$ cat src/rtl/axonerve_kvs_arbiter_if.sv
`default_nettype none
// +------------------------------------------------------------------------+
// | axonerve_kvs_arbiter_if                                                |
// | Requester, kernel command/result and control bundle of the KVS arbiter |
// | Rev 1.0                                                                |
// +------------------------------------------------------------------------+
interface axonerve_kvs_arbiter_if #(
    parameter int NUM_REQ   = 4,
    parameter int TAG_DEPTH = 16
);
    localparam int CNTW = $clog2(TAG_DEPTH) + 1;

    logic [NUM_REQ-1:0]     I_REQ_VALID;
    logic [NUM_REQ-1:0]     O_REQ_READY;
    logic [NUM_REQ*3-1:0]   I_REQ_OP;
    logic [NUM_REQ*128-1:0] I_REQ_KEY_DAT;
    logic [NUM_REQ*128-1:0] I_REQ_EKEY_MSK;
    logic [NUM_REQ*7-1:0]   I_REQ_KEY_PRI;
    logic [NUM_REQ*32-1:0]  I_REQ_KEY_VALUE;

    logic                   O_CMD_VALID;
    logic                   O_CMD_ERASE;
    logic                   O_CMD_WRITE;
    logic                   O_CMD_READ;
    logic                   O_CMD_SEARCH;
    logic                   O_CMD_UPDATE;
    logic [127:0]           O_KEY_DAT;
    logic [127:0]           O_EKEY_MSK;
    logic [6:0]             O_KEY_PRI;
    logic [31:0]            O_KEY_VALUE;

    logic                   I_READY;
    logic                   I_WAIT;
    logic                   I_CMD_FULL;
    logic                   I_ACK;
    logic                   I_ENT_ERR;
    logic                   I_SINGLE_HIT;
    logic                   I_MULTI_HIT;
    logic [31:0]            I_KEY_VALUE;

    logic [NUM_REQ-1:0]     O_RSP_VALID;
    logic                   O_RSP_ENT_ERR;
    logic                   O_RSP_SHIT;
    logic                   O_RSP_MHIT;
    logic [31:0]            O_RSP_KEY_VALUE;

    logic                   I_DRAIN;
    logic                   O_DRAINED;
    logic [CNTW-1:0]        O_OUTSTANDING;
    logic                   O_ORPHAN_ACK;

    modport slave (
        input  I_REQ_VALID, I_REQ_OP, I_REQ_KEY_DAT, I_REQ_EKEY_MSK, I_REQ_KEY_PRI, I_REQ_KEY_VALUE,
        output O_REQ_READY,
        output O_CMD_VALID, O_CMD_ERASE, O_CMD_WRITE, O_CMD_READ, O_CMD_SEARCH, O_CMD_UPDATE,
        output O_KEY_DAT, O_EKEY_MSK, O_KEY_PRI, O_KEY_VALUE,
        input  I_READY, I_WAIT, I_CMD_FULL, I_ACK, I_ENT_ERR, I_SINGLE_HIT, I_MULTI_HIT, I_KEY_VALUE,
        output O_RSP_VALID, O_RSP_ENT_ERR, O_RSP_SHIT, O_RSP_MHIT, O_RSP_KEY_VALUE,
        input  I_DRAIN,
        output O_DRAINED, O_OUTSTANDING, O_ORPHAN_ACK
    );

    modport master (
        output I_REQ_VALID, I_REQ_OP, I_REQ_KEY_DAT, I_REQ_EKEY_MSK, I_REQ_KEY_PRI, I_REQ_KEY_VALUE,
        input  O_REQ_READY,
        input  O_CMD_VALID, O_CMD_ERASE, O_CMD_WRITE, O_CMD_READ, O_CMD_SEARCH, O_CMD_UPDATE,
        input  O_KEY_DAT, O_EKEY_MSK, O_KEY_PRI, O_KEY_VALUE,
        output I_READY, I_WAIT, I_CMD_FULL, I_ACK, I_ENT_ERR, I_SINGLE_HIT, I_MULTI_HIT, I_KEY_VALUE,
        input  O_RSP_VALID, O_RSP_ENT_ERR, O_RSP_SHIT, O_RSP_MHIT, O_RSP_KEY_VALUE,
        output I_DRAIN,
        input  O_DRAINED, O_OUTSTANDING, O_ORPHAN_ACK
    );
endinterface
`default_nettype wire

$ cat src/rtl/axonerve_kvs_arbiter.sv
`default_nettype none
// +------------------------------------------------------------------------+
// | axonerve_kvs_arbiter                                                   |
// | Round-robin sharing of one KVS kernel command port, in-order responses |
// | Rev 1.0                                                                |
// +------------------------------------------------------------------------+
module axonerve_kvs_arbiter #(
    parameter int NUM_REQ   = 4,
    parameter int TAG_DEPTH = 16
) (
    input  wire logic             I_CLK,
    input  wire logic             I_XRST,
    axonerve_kvs_arbiter_if.slave bus
);
    localparam int IDXW = $clog2(NUM_REQ);
    localparam int PTRW = $clog2(TAG_DEPTH);
    localparam int CNTW = PTRW + 1;

    localparam logic [1:0] c_S_INIT  = 2'd0;
    localparam logic [1:0] c_S_RUN   = 2'd1;
    localparam logic [1:0] c_S_DRAIN = 2'd2;
    localparam logic [1:0] c_S_HOLD  = 2'd3;

    localparam logic [CNTW-1:0] c_TAG_FULL = CNTW'(TAG_DEPTH);

    logic [1:0]         r_state;
    logic [IDXW-1:0]    r_rr;
    logic [IDXW-1:0]    r_fifo [TAG_DEPTH];
    logic [PTRW-1:0]    r_wptr;
    logic [PTRW-1:0]    r_rptr;
    logic [CNTW-1:0]    r_count;

    logic               r_cmd_valid;
    logic               r_cmd_erase;
    logic               r_cmd_write;
    logic               r_cmd_read;
    logic               r_cmd_search;
    logic               r_cmd_update;
    logic [127:0]       r_key_dat;
    logic [127:0]       r_ekey_msk;
    logic [6:0]         r_key_pri;
    logic [31:0]        r_key_value;

    logic [NUM_REQ-1:0] r_rsp_valid;
    logic               r_rsp_ent_err;
    logic               r_rsp_shit;
    logic               r_rsp_mhit;
    logic [31:0]        r_rsp_key_value;
    logic               r_orphan;

    logic               w_issue_ok;
    logic               w_found;
    logic [IDXW-1:0]    w_gidx;
    logic [NUM_REQ-1:0] w_grant;
    logic               w_accept;
    logic               w_pop;
    logic [IDXW:0]      w_sum  [NUM_REQ];
    logic [IDXW-1:0]    w_cand [NUM_REQ];
    logic [IDXW-1:0]    w_rr_next;

    logic [2:0]         w_sel_op;
    logic [127:0]       w_sel_key;
    logic [127:0]       w_sel_msk;
    logic [6:0]         w_sel_pri;
    logic [31:0]        w_sel_val;
    logic               w_dec_search;
    logic               w_dec_write;
    logic               w_dec_erase;
    logic               w_dec_update;
    logic               w_dec_read;
    logic               w_op_legal;

    assign w_issue_ok = (r_state == c_S_RUN) && bus.I_READY && !bus.I_WAIT &&
                        !bus.I_CMD_FULL && (r_count < c_TAG_FULL);

    // Candidate i is the requester i places after the round-robin pointer.
    for (genvar g = 0; g < NUM_REQ; g++) begin : g_cand
        assign w_sum[g]  = {1'b0, r_rr} + (IDXW+1)'(g);
        assign w_cand[g] = (w_sum[g] >= (IDXW+1)'(NUM_REQ)) ?
                           IDXW'(w_sum[g] - (IDXW+1)'(NUM_REQ)) : IDXW'(w_sum[g]);
    end

    always_comb begin
        w_found = 1'b0;
        w_gidx  = '0;
        w_grant = '0;
        for (int i = 0; i < NUM_REQ; i++) begin
            if (!w_found && bus.I_REQ_VALID[w_cand[i]]) begin
                w_found = 1'b1;
                w_gidx  = w_cand[i];
            end
        end
        if (w_issue_ok && w_found) begin
            w_grant[w_gidx] = 1'b1;
        end
    end

    assign w_accept  = |(w_grant & bus.I_REQ_VALID);
    assign w_pop     = bus.I_ACK && (r_count != '0);
    assign w_rr_next = (w_gidx == IDXW'(NUM_REQ - 1)) ? '0 : w_gidx + IDXW'(1);

    always_comb begin
        w_sel_op  = '0;
        w_sel_key = '0;
        w_sel_msk = '0;
        w_sel_pri = '0;
        w_sel_val = '0;
        for (int i = 0; i < NUM_REQ; i++) begin
            if (w_gidx == IDXW'(i)) begin
                w_sel_op  = bus.I_REQ_OP[i*3 +: 3];
                w_sel_key = bus.I_REQ_KEY_DAT[i*128 +: 128];
                w_sel_msk = bus.I_REQ_EKEY_MSK[i*128 +: 128];
                w_sel_pri = bus.I_REQ_KEY_PRI[i*7 +: 7];
                w_sel_val = bus.I_REQ_KEY_VALUE[i*32 +: 32];
            end
        end
    end

    assign w_dec_search = (w_sel_op == 3'd0);
    assign w_dec_write  = (w_sel_op == 3'd1);
    assign w_dec_erase  = (w_sel_op == 3'd2);
    assign w_dec_update = (w_sel_op == 3'd3);
    assign w_dec_read   = (w_sel_op == 3'd4);
    assign w_op_legal   = (w_sel_op <= 3'd4);

    // Tag storage needs no reset: it is only read while r_count is non-zero.
    always_ff @(posedge I_CLK) begin
        if (w_accept) begin
            r_fifo[r_wptr] <= w_gidx;
        end
    end

    always_ff @(posedge I_CLK or negedge I_XRST) begin
        if (!I_XRST) begin
            r_state         <= c_S_INIT;
            r_rr            <= '0;
            r_wptr          <= '0;
            r_rptr          <= '0;
            r_count         <= '0;
            r_cmd_valid     <= 1'b0;
            r_cmd_erase     <= 1'b0;
            r_cmd_write     <= 1'b0;
            r_cmd_read      <= 1'b0;
            r_cmd_search    <= 1'b0;
            r_cmd_update    <= 1'b0;
            r_key_dat       <= '0;
            r_ekey_msk      <= '0;
            r_key_pri       <= '0;
            r_key_value     <= '0;
            r_rsp_valid     <= '0;
            r_rsp_ent_err   <= 1'b0;
            r_rsp_shit      <= 1'b0;
            r_rsp_mhit      <= 1'b0;
            r_rsp_key_value <= '0;
            r_orphan        <= 1'b0;
        end else begin
            r_cmd_valid  <= w_accept;
            r_cmd_search <= w_accept && w_dec_search;
            r_cmd_write  <= w_accept && w_dec_write;
            r_cmd_erase  <= w_accept && w_dec_erase;
            r_cmd_update <= w_accept && w_dec_update;
            r_cmd_read   <= w_accept && w_dec_read;
            if (w_accept) begin
                r_key_dat   <= w_sel_key;
                r_ekey_msk  <= w_sel_msk;
                r_key_pri   <= w_sel_pri;
                r_key_value <= w_op_legal ? w_sel_val : 32'd0;
                r_rr        <= w_rr_next;
            end
            r_rsp_valid <= '0;
            if (!bus.I_READY) begin
                // Kernel lost: every outstanding tag is meaningless now.
                r_state <= c_S_INIT;
                r_wptr  <= '0;
                r_rptr  <= '0;
                r_count <= '0;
            end else begin
                case (r_state)
                    c_S_INIT:  r_state <= c_S_RUN;
                    c_S_RUN:   if (bus.I_DRAIN)       r_state <= c_S_DRAIN;
                    c_S_DRAIN: if (r_count == '0)     r_state <= c_S_HOLD;
                    c_S_HOLD:  if (!bus.I_DRAIN)      r_state <= c_S_RUN;
                    default:   r_state <= c_S_INIT;
                endcase
                if (w_accept) begin
                    r_wptr <= r_wptr + PTRW'(1);
                end
                if (w_pop) begin
                    r_rptr          <= r_rptr + PTRW'(1);
                    r_rsp_valid     <= NUM_REQ'(1) << r_fifo[r_rptr];
                    r_rsp_ent_err   <= bus.I_ENT_ERR;
                    r_rsp_shit      <= bus.I_SINGLE_HIT;
                    r_rsp_mhit      <= bus.I_MULTI_HIT;
                    r_rsp_key_value <= bus.I_KEY_VALUE;
                end
                if (bus.I_ACK && (r_count == '0)) begin
                    r_orphan <= 1'b1;
                end
                case ({w_accept, w_pop})
                    2'b10:   r_count <= r_count + CNTW'(1);
                    2'b01:   r_count <= r_count - CNTW'(1);
                    default: r_count <= r_count;
                endcase
            end
        end
    end

    assign bus.O_REQ_READY     = w_grant;
    assign bus.O_CMD_VALID     = r_cmd_valid;
    assign bus.O_CMD_ERASE     = r_cmd_erase;
    assign bus.O_CMD_WRITE     = r_cmd_write;
    assign bus.O_CMD_READ      = r_cmd_read;
    assign bus.O_CMD_SEARCH    = r_cmd_search;
    assign bus.O_CMD_UPDATE    = r_cmd_update;
    assign bus.O_KEY_DAT       = r_key_dat;
    assign bus.O_EKEY_MSK      = r_ekey_msk;
    assign bus.O_KEY_PRI       = r_key_pri;
    assign bus.O_KEY_VALUE     = r_key_value;
    assign bus.O_RSP_VALID     = r_rsp_valid;
    assign bus.O_RSP_ENT_ERR   = r_rsp_ent_err;
    assign bus.O_RSP_SHIT      = r_rsp_shit;
    assign bus.O_RSP_MHIT      = r_rsp_mhit;
    assign bus.O_RSP_KEY_VALUE = r_rsp_key_value;
    assign bus.O_DRAINED       = (r_state == c_S_HOLD);
    assign bus.O_OUTSTANDING   = r_count;
    assign bus.O_ORPHAN_ACK    = r_orphan;
endmodule
`default_nettype wire

$ cat src/flat_wrapper.sv
// flat-port wrapper written by rule: the top's interface ports become plain ports
module axonerve_kvs_arbiter_flat 
#(
    parameter int NUM_REQ   = 4,
    parameter int TAG_DEPTH = 16
)
  (I_CLK, I_XRST, bus_I_REQ_VALID, bus_I_REQ_OP, bus_I_REQ_KEY_DAT, bus_I_REQ_EKEY_MSK, bus_I_REQ_KEY_PRI, bus_I_REQ_KEY_VALUE, bus_O_REQ_READY, bus_O_CMD_VALID, bus_O_CMD_ERASE, bus_O_CMD_WRITE, bus_O_CMD_READ, bus_O_CMD_SEARCH, bus_O_CMD_UPDATE, bus_O_KEY_DAT, bus_O_EKEY_MSK, bus_O_KEY_PRI, bus_O_KEY_VALUE, bus_I_READY, bus_I_WAIT, bus_I_CMD_FULL, bus_I_ACK, bus_I_ENT_ERR, bus_I_SINGLE_HIT, bus_I_MULTI_HIT, bus_I_KEY_VALUE, bus_O_RSP_VALID, bus_O_RSP_ENT_ERR, bus_O_RSP_SHIT, bus_O_RSP_MHIT, bus_O_RSP_KEY_VALUE, bus_I_DRAIN, bus_O_DRAINED, bus_O_OUTSTANDING, bus_O_ORPHAN_ACK);
  axonerve_kvs_arbiter_if #(.NUM_REQ(NUM_REQ), .TAG_DEPTH(TAG_DEPTH)) bus_i ();
  input  wire logic I_CLK;
  input  wire logic I_XRST;
  input wire logic [$bits(bus_i.I_REQ_VALID)-1:0] bus_I_REQ_VALID;
  input wire logic [$bits(bus_i.I_REQ_OP)-1:0] bus_I_REQ_OP;
  input wire logic [$bits(bus_i.I_REQ_KEY_DAT)-1:0] bus_I_REQ_KEY_DAT;
  input wire logic [$bits(bus_i.I_REQ_EKEY_MSK)-1:0] bus_I_REQ_EKEY_MSK;
  input wire logic [$bits(bus_i.I_REQ_KEY_PRI)-1:0] bus_I_REQ_KEY_PRI;
  input wire logic [$bits(bus_i.I_REQ_KEY_VALUE)-1:0] bus_I_REQ_KEY_VALUE;
  output wire logic [$bits(bus_i.O_REQ_READY)-1:0] bus_O_REQ_READY;
  output wire logic [$bits(bus_i.O_CMD_VALID)-1:0] bus_O_CMD_VALID;
  output wire logic [$bits(bus_i.O_CMD_ERASE)-1:0] bus_O_CMD_ERASE;
  output wire logic [$bits(bus_i.O_CMD_WRITE)-1:0] bus_O_CMD_WRITE;
  output wire logic [$bits(bus_i.O_CMD_READ)-1:0] bus_O_CMD_READ;
  output wire logic [$bits(bus_i.O_CMD_SEARCH)-1:0] bus_O_CMD_SEARCH;
  output wire logic [$bits(bus_i.O_CMD_UPDATE)-1:0] bus_O_CMD_UPDATE;
  output wire logic [$bits(bus_i.O_KEY_DAT)-1:0] bus_O_KEY_DAT;
  output wire logic [$bits(bus_i.O_EKEY_MSK)-1:0] bus_O_EKEY_MSK;
  output wire logic [$bits(bus_i.O_KEY_PRI)-1:0] bus_O_KEY_PRI;
  output wire logic [$bits(bus_i.O_KEY_VALUE)-1:0] bus_O_KEY_VALUE;
  input wire logic [$bits(bus_i.I_READY)-1:0] bus_I_READY;
  input wire logic [$bits(bus_i.I_WAIT)-1:0] bus_I_WAIT;
  input wire logic [$bits(bus_i.I_CMD_FULL)-1:0] bus_I_CMD_FULL;
  input wire logic [$bits(bus_i.I_ACK)-1:0] bus_I_ACK;
  input wire logic [$bits(bus_i.I_ENT_ERR)-1:0] bus_I_ENT_ERR;
  input wire logic [$bits(bus_i.I_SINGLE_HIT)-1:0] bus_I_SINGLE_HIT;
  input wire logic [$bits(bus_i.I_MULTI_HIT)-1:0] bus_I_MULTI_HIT;
  input wire logic [$bits(bus_i.I_KEY_VALUE)-1:0] bus_I_KEY_VALUE;
  output wire logic [$bits(bus_i.O_RSP_VALID)-1:0] bus_O_RSP_VALID;
  output wire logic [$bits(bus_i.O_RSP_ENT_ERR)-1:0] bus_O_RSP_ENT_ERR;
  output wire logic [$bits(bus_i.O_RSP_SHIT)-1:0] bus_O_RSP_SHIT;
  output wire logic [$bits(bus_i.O_RSP_MHIT)-1:0] bus_O_RSP_MHIT;
  output wire logic [$bits(bus_i.O_RSP_KEY_VALUE)-1:0] bus_O_RSP_KEY_VALUE;
  input wire logic [$bits(bus_i.I_DRAIN)-1:0] bus_I_DRAIN;
  output wire logic [$bits(bus_i.O_DRAINED)-1:0] bus_O_DRAINED;
  output wire logic [$bits(bus_i.O_OUTSTANDING)-1:0] bus_O_OUTSTANDING;
  output wire logic [$bits(bus_i.O_ORPHAN_ACK)-1:0] bus_O_ORPHAN_ACK;
  assign bus_i.I_REQ_VALID = bus_I_REQ_VALID;
  assign bus_i.I_REQ_OP = bus_I_REQ_OP;
  assign bus_i.I_REQ_KEY_DAT = bus_I_REQ_KEY_DAT;
  assign bus_i.I_REQ_EKEY_MSK = bus_I_REQ_EKEY_MSK;
  assign bus_i.I_REQ_KEY_PRI = bus_I_REQ_KEY_PRI;
  assign bus_i.I_REQ_KEY_VALUE = bus_I_REQ_KEY_VALUE;
  assign bus_O_REQ_READY = bus_i.O_REQ_READY;
  assign bus_O_CMD_VALID = bus_i.O_CMD_VALID;
  assign bus_O_CMD_ERASE = bus_i.O_CMD_ERASE;
  assign bus_O_CMD_WRITE = bus_i.O_CMD_WRITE;
  assign bus_O_CMD_READ = bus_i.O_CMD_READ;
  assign bus_O_CMD_SEARCH = bus_i.O_CMD_SEARCH;
  assign bus_O_CMD_UPDATE = bus_i.O_CMD_UPDATE;
  assign bus_O_KEY_DAT = bus_i.O_KEY_DAT;
  assign bus_O_EKEY_MSK = bus_i.O_EKEY_MSK;
  assign bus_O_KEY_PRI = bus_i.O_KEY_PRI;
  assign bus_O_KEY_VALUE = bus_i.O_KEY_VALUE;
  assign bus_i.I_READY = bus_I_READY;
  assign bus_i.I_WAIT = bus_I_WAIT;
  assign bus_i.I_CMD_FULL = bus_I_CMD_FULL;
  assign bus_i.I_ACK = bus_I_ACK;
  assign bus_i.I_ENT_ERR = bus_I_ENT_ERR;
  assign bus_i.I_SINGLE_HIT = bus_I_SINGLE_HIT;
  assign bus_i.I_MULTI_HIT = bus_I_MULTI_HIT;
  assign bus_i.I_KEY_VALUE = bus_I_KEY_VALUE;
  assign bus_O_RSP_VALID = bus_i.O_RSP_VALID;
  assign bus_O_RSP_ENT_ERR = bus_i.O_RSP_ENT_ERR;
  assign bus_O_RSP_SHIT = bus_i.O_RSP_SHIT;
  assign bus_O_RSP_MHIT = bus_i.O_RSP_MHIT;
  assign bus_O_RSP_KEY_VALUE = bus_i.O_RSP_KEY_VALUE;
  assign bus_i.I_DRAIN = bus_I_DRAIN;
  assign bus_O_DRAINED = bus_i.O_DRAINED;
  assign bus_O_OUTSTANDING = bus_i.O_OUTSTANDING;
  assign bus_O_ORPHAN_ACK = bus_i.O_ORPHAN_ACK;
  axonerve_kvs_arbiter #(.NUM_REQ(NUM_REQ), .TAG_DEPTH(TAG_DEPTH)) u_core (.I_CLK(I_CLK), .I_XRST(I_XRST), .bus(bus_i));
endmodule
$ cat config.mk
export PLATFORM = sky130hd
export DESIGN_NAME = axonerve_kvs_arbiter_flat
export DESIGN_NICKNAME = d
export VERILOG_FILES = /design/src/rtl/axonerve_kvs_arbiter_if.sv /design/src/rtl/axonerve_kvs_arbiter.sv /design/src/flat_wrapper.sv
export SDC_FILE = /design/constraint.sdc
export NUM_CORES = 1
export LEC_CHECK = 0
export ABC_AREA = 1
export BUFFER_PORTS_ARGS = -buffer_cell sky130_fd_sc_hd__buf_2
export CORE_AREA = 5 5 610 612
export CTS_BUF_LIST = sky130_fd_sc_hd__clkbuf_8
export DETAILED_ROUTE_END_ITERATION = 10
export DIE_AREA = 0 0 615 617
export GPL_ROUTABILITY_DRIVEN = 0
export PLACE_DENSITY_LB_ADDON = 0.08
export SLEW_MARGIN = 30
export SYNTH_ARGS = -nofsm -noshare
export SYNTH_HDL_FRONTEND = slang
export SYNTH_SLANG_ARGS = --single-unit
$ cat constraint.sdc
create_clock -name I_CLK -period 3.9 [get_ports I_CLK]
set_input_delay 0.39 -clock I_CLK [delete_from_list [all_inputs] [get_ports I_CLK]]
set_output_delay 0.39 -clock I_CLK [all_outputs]
set_load 0.01 [all_outputs]
==> qor.yml, run 1 <==
place:
  dp_cells: 9826
  hpwl_um: 225000
  portBuffers: 1588
  place_area_sq_um: 39700
die:
  rows: 223
  die_h_um: 617
  start_util_pct: 6.64
  die-width_um: 615
  core_area_sq_um: 367000
  dieArea_sq_um: 379000
  boundaryPins: 1589
sta:
  tightest_slew_ns: 0.873
  maxSlewHeadroom_pct: 41.8
  fmax_mhz: 265
  slew_violations: 0
  period_share_pct: 96.6
  finClkSkew_ns: 0.155
  hold_violations: 0
  min_period_ns: 3.77
  grt_setup_unrepaired: "yes"
  whs_ns: 0.110
  setup_viol: 0
worst_setup_path:
  critical_path_buf_inv_count: 7
  critPathKind: "register to register"
  crit_path_max_fanout: 15
  arrival_ns: 4.55
  slowest_delay_ns: 0.46
  r2r_start: "u_core.r_rr[0]"
  cp_cell_sequence: "buf_6 > o21ai_0 > o21ai_2 > a21oi_4 > nor2_2 > nor2_4 > inv_2 > ha_4 > buf_6 > buf_16 > buf_16 > buf_6 > a21oi_1 > nand2_1 > o21ai_1 > buf_4 > nand2_1 > o21ai_0 > o21ai_1"
  path_delay_family: "compound AO/OA/AOI/OAI gates"
  slowest_stage: "dfrtp_2"
  rr_endpoint: "u_core.bus.O_EKEY_MSK[112]"
  cp-end-kind: "register"
  startpoint_type: "register"
  reg2reg_depth: 19
  cp_data_required_time_ns: 4.68
  crit_top_cell: "buf_6"
  rrSetupSlack_ns: 0.13
drt:
  drt_iter0_drc: 1778
  vias_per_cell: 3.25
  ant_nets: 0
  vias: 34956
  routed_wl_um: 270000
  remaining_drc_errors: 0
  firstDrtPassIters: 5
  wl_per_cell_um: 25.1
hold_path:
  hold_path.class: "input pin to register"
  whs_path_depth: 5
  holdPathEnd: "u_core.bus.O_EKEY_MSK[93]"
  hold_start: "bus_I_REQ_EKEY_MSK[349]"
clock_network:
  cts_buffer_depth: 4
  clock_sinks: 390
  clk_latency_ns: 0.95
  htreeDepth: 3
  cts_tree: "done"
  cts_buffers: 103
  cts.clk_slew.worst_paths_ns: 0.06
  cts-root-buf: "clkbuf_8"
global_routing:
  grt_first_pass_wirelength_um: 350000
  grt_max_degree: 68
  met1_usage_pct: 16.2
  grt_pass1_vias: 37139
  grt.busiest_layer: "met2"
  track_usage_pct: 13.4
  met3_usage_pct: 3.98
  use_met2_pct: 23.9
  antenna_found_initial: 90
  overflow: 0
power:
  power_mw: 63.1
  p_per_area_nw_per_um2: 1270
  leakage_nw: 23.6
  ir_worst_vdd_v: 0.000699
final_layout:
  fin_cells: 10756
  drive_gt1_share_pct: 36.7
  finalInstanceArea_sq_um: 49700
  finalNetCount: 7085
  utilization_pct: 13.5
  area_delta_synth_final_pct: 104
  fill_cells: 42741
logic_synthesis:
  synth_seq_area_share_pct: 40.7
  synthTopCellsByArea: "dfrtp_1, nand2_1, o21ai_0, nand3_1, a21oi_1"
  synth_edf_count: 32
  ys.warnings.count: 0
  ys_types: 44
  synth_ff_type: "dfrtp_1"
  ys_async_sr_fraction_pct: 91.8
  netlist_area_sq_um: 24400
  netlist_instances: 3430
  yosys.area.top_type: "dfrtp_1"
  ys_ff_latch: 390
  syn_nets: 4685
  yosys.area.top_type_share_pct: 36.8
  avgSynthCellArea_sq_um: 7.10
run_status:
  outcome: "complete, no violations"
job:
  drv_cap: 0
[metal layers]
| metal | wire length (um) | share of wire (%) |
|---|---|---|
| met5 | 172 | 0.064 |
| met2 | 135000 | 50 |
| met3 | 19300 | 7.1 |
| met1 | 112000 | 42 |
| met4 | 3580 | 1.3 |
[worst max-delay path by stage]
stage                                              to               start  cells past startpoint  slack, ns
after floorplan           u_core.bus.O_OUTSTANDING[4]      u_core.r_rr[0]                     25       0.17
after global placement      u_core.bus.O_EKEY_MSK[91]  bus_I_REQ_VALID[3]                     19      -0.23
after detailed placement    u_core.bus.O_EKEY_MSK[91]      u_core.r_rr[0]                     17      -0.12
after CTS                          bus_O_REQ_READY[3]      u_core.r_rr[0]                     18      -0.11
after global routing        u_core.bus.O_EKEY_MSK[33]      u_core.r_rr[0]                     23      -0.04
final                      u_core.bus.O_EKEY_MSK[112]      u_core.r_rr[0]                     19       0.13
[cells by family after synthesis]
family                     synth area share [%]
DFF                                        40.7
adders and majority gates                 0.904
xor gates and xnor gates                  0.144
AOI/OAI and AO/OA                          25.6
muxes                                      1.27
buffers and inverters                      6.74
and+or+nand+nor                            24.6
[placed cells by master, fill, tap and decap left out, types with 5 or more instances in the layout]
cell type	Yosys	routed
clkbuf_16	0	5
nor2_1	84	80
buf_6	30	16
o21ai_0	571	551
mux2i_1	31	31
nand2_2	31	44
buf_16	0	12
diode_2	0	16
o22ai_1	6	6
o31ai_1	32	32
clkbuf_8	0	124
o21ai_2	40	46
nand4_1	6	6
nand3_1	308	306
o21ai_1	217	231
buf_4	7	230
buf_2	31	1587
dlygate4sd3_1	0	696
a21oi_1	275	272
buf_12	1	53
inv_1	37	67
nand2_1	1013	1000
ha_1	16	12
a31oi_1	31	31
clkinv_2	0	11
dfrtp_1	358	356
edfxtp_1	32	32
[cells in the mapped netlist, types with 32 or more instances]
cell type,n
nand2_1,1013
o21ai_1,217
inv_1,37
o21ai_2,40
nor2_1,84
nand3_1,308
dfrtp_1,358
a21oi_1,275
o21ai_0,571
o31ai_1,32
edfxtp_1,32
clkbuf_1,206
[flip-flops by register name, summed over array words and instances (netlist names), 5 cells and up]
name                        cells
u_core.bus.O_EKEY_MSK         128
u_core.bus.O_KEY_DAT          128
u_core.bus.O_KEY_VALUE         32
u_core.bus.O_RSP_KEY_VALUE     32
u_core.r_fifo                  32
u_core.bus.O_KEY_PRI            7
u_core.bus.O_OUTSTANDING        5
[power breakdown]
group	total [mW]	switching (mW)	internal (mW)	leakage, nW
clock	5.73	2.60	3.12	1.20
sequential	7.20	1.29	5.91	5.00
combinational	50.1	32.9	17.2	17.4
total	63.1	36.8	26.3	23.6
[metrics by stage]
stage	setup TNS, ns	setup WS (ns)
2_1_floorplan	0	0.170
3_3_place_gp	-1.87	-0.229
3_5_place_dp	-0.335	-0.119
4_1_cts	-0.291	-0.110
5_1_grt	-0.136	-0.0409
6_report	0	0.132
[layout make-up]
type	instances	area, sq um	area share, %
antenna	16	40.0	0.0806
clock buffer	124	1710	3.44
clock inverter	54	362	0.728
inverter	40	201	0.406
multi-input combinational	2691	12900	26.1
sequential	390	9920	20.0
tap	4837	6050	12.2
timing repair buffer	2604	18400	37.1
[worst reg2reg max path: stages (launching register included)]
cell and delay (ns):
dfrtp_2 0.46, buf_6 0.15, o21ai_0 0.26, o21ai_2 0.15, a21oi_4 0.19, nor2_2 0.07, nor2_4 0.17, inv_2 0.09
ha_4 0.21, buf_6 0.14, buf_16 0.15, buf_16 0.38, buf_6 0.16, a21oi_1 0.14, nand2_1 0.06, o21ai_1 0.21
buf_4 0.21, nand2_1 0.20, o21ai_0 0.15, o21ai_1 0.08
[timing repair]
action                     4_1_cts  5_1_grt
cloned                           1        5
resized for setup               46       71
setup endpoints to repair       20       94
hold buffers                   696        1
hold endpoints to repair       479        1
buffers inserted                21       15
pin swaps                        8        9
(Power assumes the default switching activity.)
==> run 2: changes to the inputs <==
--- a/config.mk
+++ b/config.mk
@@ -12,6 +12,7 @@
 export DETAILED_ROUTE_END_ITERATION = 10
 export DIE_AREA = 0 0 615 617
 export GPL_ROUTABILITY_DRIVEN = 0
+export HOLD_SLACK_MARGIN = 0.15
 export PLACE_DENSITY_LB_ADDON = 0.08
 export SLEW_MARGIN = 30
 export SYNTH_ARGS = -nofsm -noshare
==> run 2 against run 1 <==
Compared with the run above: sequential power about the same; clock power about the same; count of clock-buffer cells in the layout is the same; via count up 3.6%; global-route usage is 0.078 points higher; highest routed layer unchanged.
==> qor.yml, run 2 (synthesis gave the netlist of run 1 again) <==
final_layout:
  area_delta_synth_final_pct: 118  # was 104%
  fill_cells: 42617  # was 42741
  final_cell_mix: "buf_2, dlygate4sd3_1, nand2_1, o21ai_0, dfrtp_1"  # was buf_2, nand2_1, dlygate4sd3_1, o21ai_0, dfrtp_1
  finalInstanceArea_sq_um: 53000  # was 49700 sq um
  fin_cells: 11099  # was 10756
  final_common_cell: "buf_2"  # unchanged
  finalNetCount: 7421  # was 7085
  drive_gt1_share_pct: 34.6  # was 36.7%
worst_setup_path:
  critPathKind: "register to register"  # unchanged
  crit_path_max_fanout: 17  # was 15
  cp_data_required_time_ns: 4.65  # was 4.68 ns
  startpoint_type: "register"  # unchanged
  arrival_ns: 4.55  # about the same
  cp-end-kind: "register"  # unchanged
drt:
  wl_per_cell_um: 24.5  # was 25.1 um
  ant_nets: 0  # unchanged
  drt_iter0_drc: 1740  # was 1778
  routed_wl_um: 272000  # was 270000 um
  remaining_drc_errors: 0  # unchanged
  vias: 36212  # was 34956
  firstDrtPassIters: 5  # unchanged
  vias_per_cell: 3.26  # was 3.25
power:
  p_per_area_nw_per_um2: 1190  # was 1270 nW/um^2
  intPower_mw: 26.4  # was 26.3 mW
  seqPwrFrac_pct: 11.4  # about the same
  power_frac_clock_pct: 9.0  # was 9.1%
  p_sw_share_pct: 58.3  # was 58.4%
  ir_worst_vdd_v: 0.000580  # was 0.000699 V
  p_sw_mw: 36.9  # was 36.8 mW
  p_comb_share_pct: 79.6  # was 79.5%
  leakage_nw: 25.0  # was 23.6 nW
sta:
  tightest_slew_ns: 0.770  # was 0.873 ns
  grt_setup_unrepaired: "yes"  # unchanged
  whs_ns: 0.228  # was 0.110 ns
  slew_violations: 0  # unchanged
  finClkSkew_ns: 0.154  # was 0.155 ns
  min_period_ns: 3.79  # was 3.77 ns
  hold_violations: 0  # unchanged
  maxSlewHeadroom_pct: 48.6  # was 41.8%
  post-route-worst-setup-slack_ns: 0.106  # was 0.132 ns
  setup_viol: 0  # unchanged
  fmax_mhz: 264  # was 265 MHz
  period_share_pct: 97.3  # was 96.6%
clock_network:
  cts_tree: "done"  # unchanged
  clock_sinks: 390  # unchanged
  cts-root-buf: "clkbuf_8"  # unchanged
  htreeDepth: 3  # unchanged
  cts_buffer_depth: 4  # unchanged
  clk_latency_ns: 0.95  # about the same
  cts_buffers: 103  # unchanged
  cts.clk_slew.worst_paths_ns: 0.06  # about the same
global_routing:
  overflow: 0  # unchanged
  track_usage_pct: 13.5  # was 13.4%
  grt_pass1_vias: 38761  # was 37139
  grt_first_pass_wirelength_um: 354000  # was 350000 um
  antenna_found_initial: 74  # was 90
  grt_max_degree: 68  # unchanged
place:
  hpwl_um: 225000  # unchanged
  portBuffers: 1588  # unchanged
  dp_cells: 9826  # unchanged
  dp_slack_ns: -0.119  # unchanged
  place_area_sq_um: 39700  # unchanged
die:
  rows: 223  # unchanged
  die-width_um: 615  # unchanged
  start_util_pct: 6.64  # unchanged
  die_h_um: 617  # unchanged
  core_area_sq_um: 367000  # unchanged
  boundaryPins: 1589  # unchanged
  dieArea_sq_um: 379000  # unchanged
run_status:
  outcome: "complete, no violations"  # unchanged
job:
  drv_cap: 0  # unchanged
hold_path:
  hold_path.class: "input pin to register"  # unchanged
==> run 2: changes by cell type in the layout (fill, tap and decap cells not counted), sizes merged <==
cell         before   now
buf            1902  1896
clkbuf          129   130
diode            16    23
dlygate4sd3     696  1037
==> run 2: power by group through the flow <==
stage	Clock [mW]	Combinational (mW)	Sequential (mW)
2_1_floorplan	0	19.7	7.63
3_3_place_gp	0	48.3	7.34
3_5_place_dp	0	48.1	7.31
4_1_cts	6.16	51.1	7.28
5_1_grt	6.25	55.6	7.45
6_report	5.72	50.4	7.20
==> run 2: critical path, stage by stage, from the launching register on <==
cell           delay, ns
dfrtp_2             0.45
buf_6               0.14
nand2_1             0.06
nand2_2             0.07
nand2_2             0.09
nand2_2             0.06
nor2_4              0.15
a21oi_4             0.08
nand2_1             0.09
nand2_2             0.06
nor2_4              0.17
inv_2               0.09
ha_4                0.21
buf_4               0.17
buf_12              0.15
buf_4               0.25
a21oi_1             0.14
nand2_1             0.12
o21ai_0             0.11
nand2_1             0.06
dlygate4sd3_1       0.56
o21ai_0             0.14
o21ai_1             0.12
==> run 2: area by class of cell <==
class | count | area [sq um] | area share (%)
Clock buffer | 124 | 1710 | 3.22
Timing Repair Buffer | 2940 | 21800 | 41.1
Antenna cell | 23 | 57.6 | 0.108
Sequential cell | 390 | 9920 | 18.7
Clock inverter | 54 | 362 | 0.682
Tap cell | 4837 | 6050 | 11.4
Inverter | 40 | 201 | 0.380
Multi-Input combinational cell | 2691 | 12900 | 24.4
==> run 2: final timing paths <==
| check | slack [ns] | startpoint | depth (start not counted) | endpoint |
|---|---|---|---|---|
| max | 0.11 | u_core.r_rr[0] | 22 | u_core.bus.O_KEY_DAT[123] |
| min | 0.23 | bus_I_REQ_EKEY_MSK[358] | 6 | u_core.bus.O_EKEY_MSK[102] |
| max reg2reg | 0.11 | u_core.r_rr[0] | 22 | u_core.bus.O_KEY_DAT[123] |
| min reg2reg | 0.48 | u_core.bus.O_ORPHAN_ACK | 1 | u_core.bus.O_ORPHAN_ACK |
| max in group asynchronous | 2.23 | I_XRST | 4 | u_core.bus.O_KEY_DAT[60] |
| min in group asynchronous | 0.73 | I_XRST | 3 | u_core.bus.O_KEY_DAT[68] |
==> run 2: layer usage <==
metal  global-route usage [%]  up-vias  part of all wire (%)
met5                        0        -                 0.061
met4                     1.94       26                   1.4
met3                     3.94      236                   7.1
met2                     24.0     1208                    50
met1                     16.3    17449                    42
li1                         -    17293                     -
==> run 2: what timing repair did <==
action	CTS	global route
gates resized for setup	46	44
hold buffers	1037	1
pin swaps	8	8
hold endpoints to repair	577	1
cloned	1	6
setup endpoints to repair	20	97
setup buffers	21	7
==> run 2: metrics by stage <==
| step | TNS, ns | util [%] | total power, mW |
|---|---|---|---|
| 6_report | 0 | 14.5 | 63.3 |
| 5_1_grt | -0.567 | 14.4 | 69.3 |
| 4_1_cts | -0.241 | 14.3 | 64.5 |
| 3_5_place_dp | -0.335 | 10.8 | 55.4 |
| 3_3_place_gp | -1.87 | 10.8 | 55.7 |
| 2_1_floorplan | 0 | - | 27.3 |
==> run 3: changes to the inputs <==
--- a/config.mk
+++ b/config.mk
@@ -13,7 +13,7 @@
 export DIE_AREA = 0 0 615 617
 export GPL_ROUTABILITY_DRIVEN = 0
 export HOLD_SLACK_MARGIN = 0.15
-export PLACE_DENSITY_LB_ADDON = 0.08
+export PLACE_DENSITY = 0.3
 export SLEW_MARGIN = 30
 export SYNTH_ARGS = -nofsm -noshare
 export SYNTH_HDL_FRONTEND = slang
==> run 3 against run 2 <==
Compared with the run above: utilization shrank 0.15 points; die area is the same; sequential share of layout area grew 0.20 points; flip-flop and latch count is the same; largest power group unchanged; total power grew 4.0%; clock skew grew 0.0014 ns; via count grew 3.1%; the run now ends with negative setup slack left; hold slack lost 0.055 ns; highest routed layer unchanged; register-to-register slack lost 0.12 ns; non-clock buffer count shrank 106; cell count shrank 0.82%.
==> qor.yml, run 3 (synthesis gave the netlist of run 1 again) <==
run_status:
  outcome: "finished, violations left"  # was complete, no violations
  violations: "negative setup slack"
clock_network:
  cts_buffer_depth: 4  # unchanged
  cts_tree: "done"  # unchanged
  clock_sinks: 390  # unchanged
  cts_buffers: 94  # was 103
  clk_latency_ns: 0.94  # was 0.95 ns
  htreeDepth: 3  # unchanged
  cts.clk_slew.worst_paths_ns: 0.06  # about the same
  cts-root-buf: "clkbuf_8"  # unchanged
power:
  leakage_nw: 24.6  # was 25.0 nW
  intPower_mw: 27.6  # was 26.4 mW
  p_comb_share_pct: 81.2  # was 79.6%
  p_per_area_nw_per_um2: 1250  # was 1190 nW/um^2
  ir_worst_vdd_v: 0.000688  # was 0.000580 V
  p_sw_share_pct: 58.1  # was 58.3%
  power_frac_clock_pct: 8.1  # was 9.0%
  p_sw_mw: 38.3  # was 36.9 mW
  seqPwrFrac_pct: 10.7  # was 11.4%
worst_setup_path:
  r2r_start: "u_core.r_rr[0]"  # unchanged
  rr_endpoint: "u_core.bus.O_KEY_DAT[55]"  # was u_core.bus.O_KEY_DAT[123]
  reg2reg_depth: 22  # unchanged
  arrival_ns: 4.66  # was 4.55 ns
  critPathKind: "register to register"  # unchanged
  crit_path_max_fanout: 11  # was 17
  cp-end-kind: "register"  # unchanged
  rrSetupSlack_ns: -0.02  # was 0.11 ns
  cp_data_required_time_ns: 4.64  # was 4.65 ns
  startpoint_type: "register"  # unchanged
hold_path:
  whs_path_depth: 5  # was 6
  holdPathEnd: "u_core.bus.O_KEY_VALUE[7]"  # was u_core.bus.O_EKEY_MSK[102]
  hold_start: "bus_I_REQ_KEY_VALUE[71]"  # was bus_I_REQ_EKEY_MSK[358]
  hold_path.class: "input pin to register"  # unchanged
drt:
  vias: 37327  # was 36212
  drt_iter0_drc: 3201  # was 1740
  top_layer: "met5"  # unchanged
  routed_wl_um: 287000  # was 272000 um
  wl_met3_um: 31900  # was 19300 um
  ant_nets: 0  # unchanged
  wl_per_cell_um: 26.1  # was 24.5 um
  dr_wl_met2_um: 134000  # was 135000 um
  firstDrtPassIters: 6  # was 5
  vias_per_cell: 3.39  # was 3.26
  wl_met1_um: 113000  # about the same
  remaining_drc_errors: 0  # unchanged
final_layout:
  fill_cells: 42255  # was 42617
  drive_gt1_share_pct: 34.5  # was 34.6%
  utilization_pct: 14.3  # was 14.5%
  final_common_cell: "buf_2"  # unchanged
  final_cell_mix: "buf_2, nand2_1, dlygate4sd3_1, o21ai_0, dfrtp_1"  # was buf_2, dlygate4sd3_1, nand2_1, o21ai_0, dfrtp_1
  finalNetCount: 7308  # was 7421
  area_delta_synth_final_pct: 115  # was 118%
sta:
  whs_ns: 0.173  # was 0.228 ns
  finClkSkew_ns: 0.155  # was 0.154 ns
  setup_viol: 1  # was 0
  period_share_pct: 100  # was 97.3%
  maxSlewHeadroom_pct: 41.2  # was 48.6%
  post-route-worst-setup-slack_ns: -0.0186  # was 0.106 ns
  slew_violations: 0  # unchanged
  tightest_slew_ns: 0.881  # was 0.770 ns
  fmax_mhz: 255  # was 264 MHz
  hold_violations: 0  # unchanged
  min_period_ns: 3.92  # was 3.79 ns
  grt_setup_unrepaired: "yes"  # unchanged
place:
  dp_slack_ns: -0.316  # was -0.119 ns
  portBuffers: 1588  # unchanged
  hpwl_um: 232000  # was 225000 um
job:
  drv_cap: 0  # unchanged
global_routing:
  grt_max_degree: 129  # was 68
  grt_pass1_vias: 37949  # was 38761
  grt_first_pass_wirelength_um: 355000  # was 354000 um
  overflow: 0  # unchanged
  track_usage_pct: 13.7  # was 13.5%
  antenna_found_initial: 97  # was 74
die:
  rows: 223  # unchanged
  die_h_um: 617  # unchanged
  boundaryPins: 1589  # unchanged
  die-width_um: 615  # unchanged
  start_util_pct: 6.64  # unchanged
  core_area_sq_um: 367000  # unchanged
  dieArea_sq_um: 379000  # unchanged
-- run 3: cell count changes in the layout (fill, tap and decap cells not counted), sizes merged --
cell and delta:
buf -71, dlygate4sd3 -55, diode +29, bufinv +4
inv -4, clkbuf -3, clkinvlp +3, dlymetal6s4s +3
clkinv +2, bufbuf +1
-- run 3: worst max-delay path by stage --
| stage | startpoint | endpoint | slack [ns] | depth (start not counted) |
|---|---|---|---|---|
| 6_report | u_core.r_rr[0] | u_core.bus.O_KEY_DAT[55] | -0.02 | 22 |
| 5_1_grt | u_core.r_rr[0] | bus_O_REQ_READY[1] | -0.14 | 15 |
| 4_1_cts | u_core.r_rr[0] | bus_O_REQ_READY[2] | -0.006 | 16 |
| 3_5_place_dp | u_core.r_rr[0] | u_core.bus.O_KEY_DAT[87] | -0.32 | 18 |
| 3_3_place_gp | u_core.r_rr[0] | u_core.bus.O_OUTSTANDING[4] | -0.39 | 21 |
| 2_1_floorplan | u_core.r_rr[0] | u_core.bus.O_OUTSTANDING[4] | 0.17 | 25 |
-- run 3: power by group through the flow --
stage,registers [mW],clock network [mW],logic [mW]
after detailed placement,7.13,0,44.4
after global placement,7.11,0,44.4
after floorplan,7.63,0,19.7
final,7.05,5.33,53.5
after global routing,7.27,5.86,58.3
after CTS,7.10,5.72,49.0
-- run 3: final cells by class --
cell class	count	area, sq um	share of cell area (%)
Tap cell	4837	6050	11.5
Clock inverter	57	468	0.892
Multi-Input combinational cell	2691	13000	24.8
Clock buffer	105	1450	2.75
Inverter	40	221	0.422
Sequential cell	390	9920	18.9
Timing Repair inverter	2	36.3	0.0691
Timing Repair Buffer	2834	21200	40.4
Antenna cell	52	130	0.248
-- run 3: timing repair --
item                                    in CTS  in global routing
endpoints found under the hold margin      600                  5
gates cloned                                 5                 23
hold buffers                               984                 10
endpoints found under the setup margin     245                181
resized for setup                           23                152
setup buffers                               12                 33
pin swaps                                    2                  9
-- run 3: routing by layer --
metal | global-route usage (%) | vias up
met5 | 0 | -
met1 | 15.9 | 17931
met4 | 3.27 | 48
li1 | - | 17092
met3 | 6.32 | 392
met2 | 22.9 | 1864
-- run 3: stage by stage --
| stage | instances | total power [mW] | instance area (sq um) | setup TNS, ns |
|---|---|---|---|---|
| after floorplan | 3430 | 27.3 | 24400 | 0 |
| after global placement | 9736 | 51.5 | 38800 | -25.68 |
| after detailed placement | 9736 | 51.5 | 38800 | -14.35 |
| after CTS | 10899 | 61.9 | 50900 | -0.00602 |
| after global routing | 10995 | 71.4 | 52400 | -3.72 |
| final | 11008 | 65.8 | 52500 | -0.0186 |
-- run 3: critical path, cell delays in order, from the launching register on --
cell,delay (ns)
dfrtp_2,0.47
inv_4,0.11
nand2_1,0.08
nand2_2,0.12
nand2_2,0.08
a21oi_1,0.26
a21oi_2,0.08
nand2_1,0.07
nand2_1,0.08
nor2_4,0.20
inv_2,0.10
ha_4,0.18
buf_12,0.14
buf_8,0.16
buf_16,0.17
buf_4,0.19
nand3_1,0.14
nand2_1,0.07
dlygate4sd3_1,0.54
o21ai_0,0.08
nand2_1,0.07
o21ai_0,0.18
o21ai_1,0.14
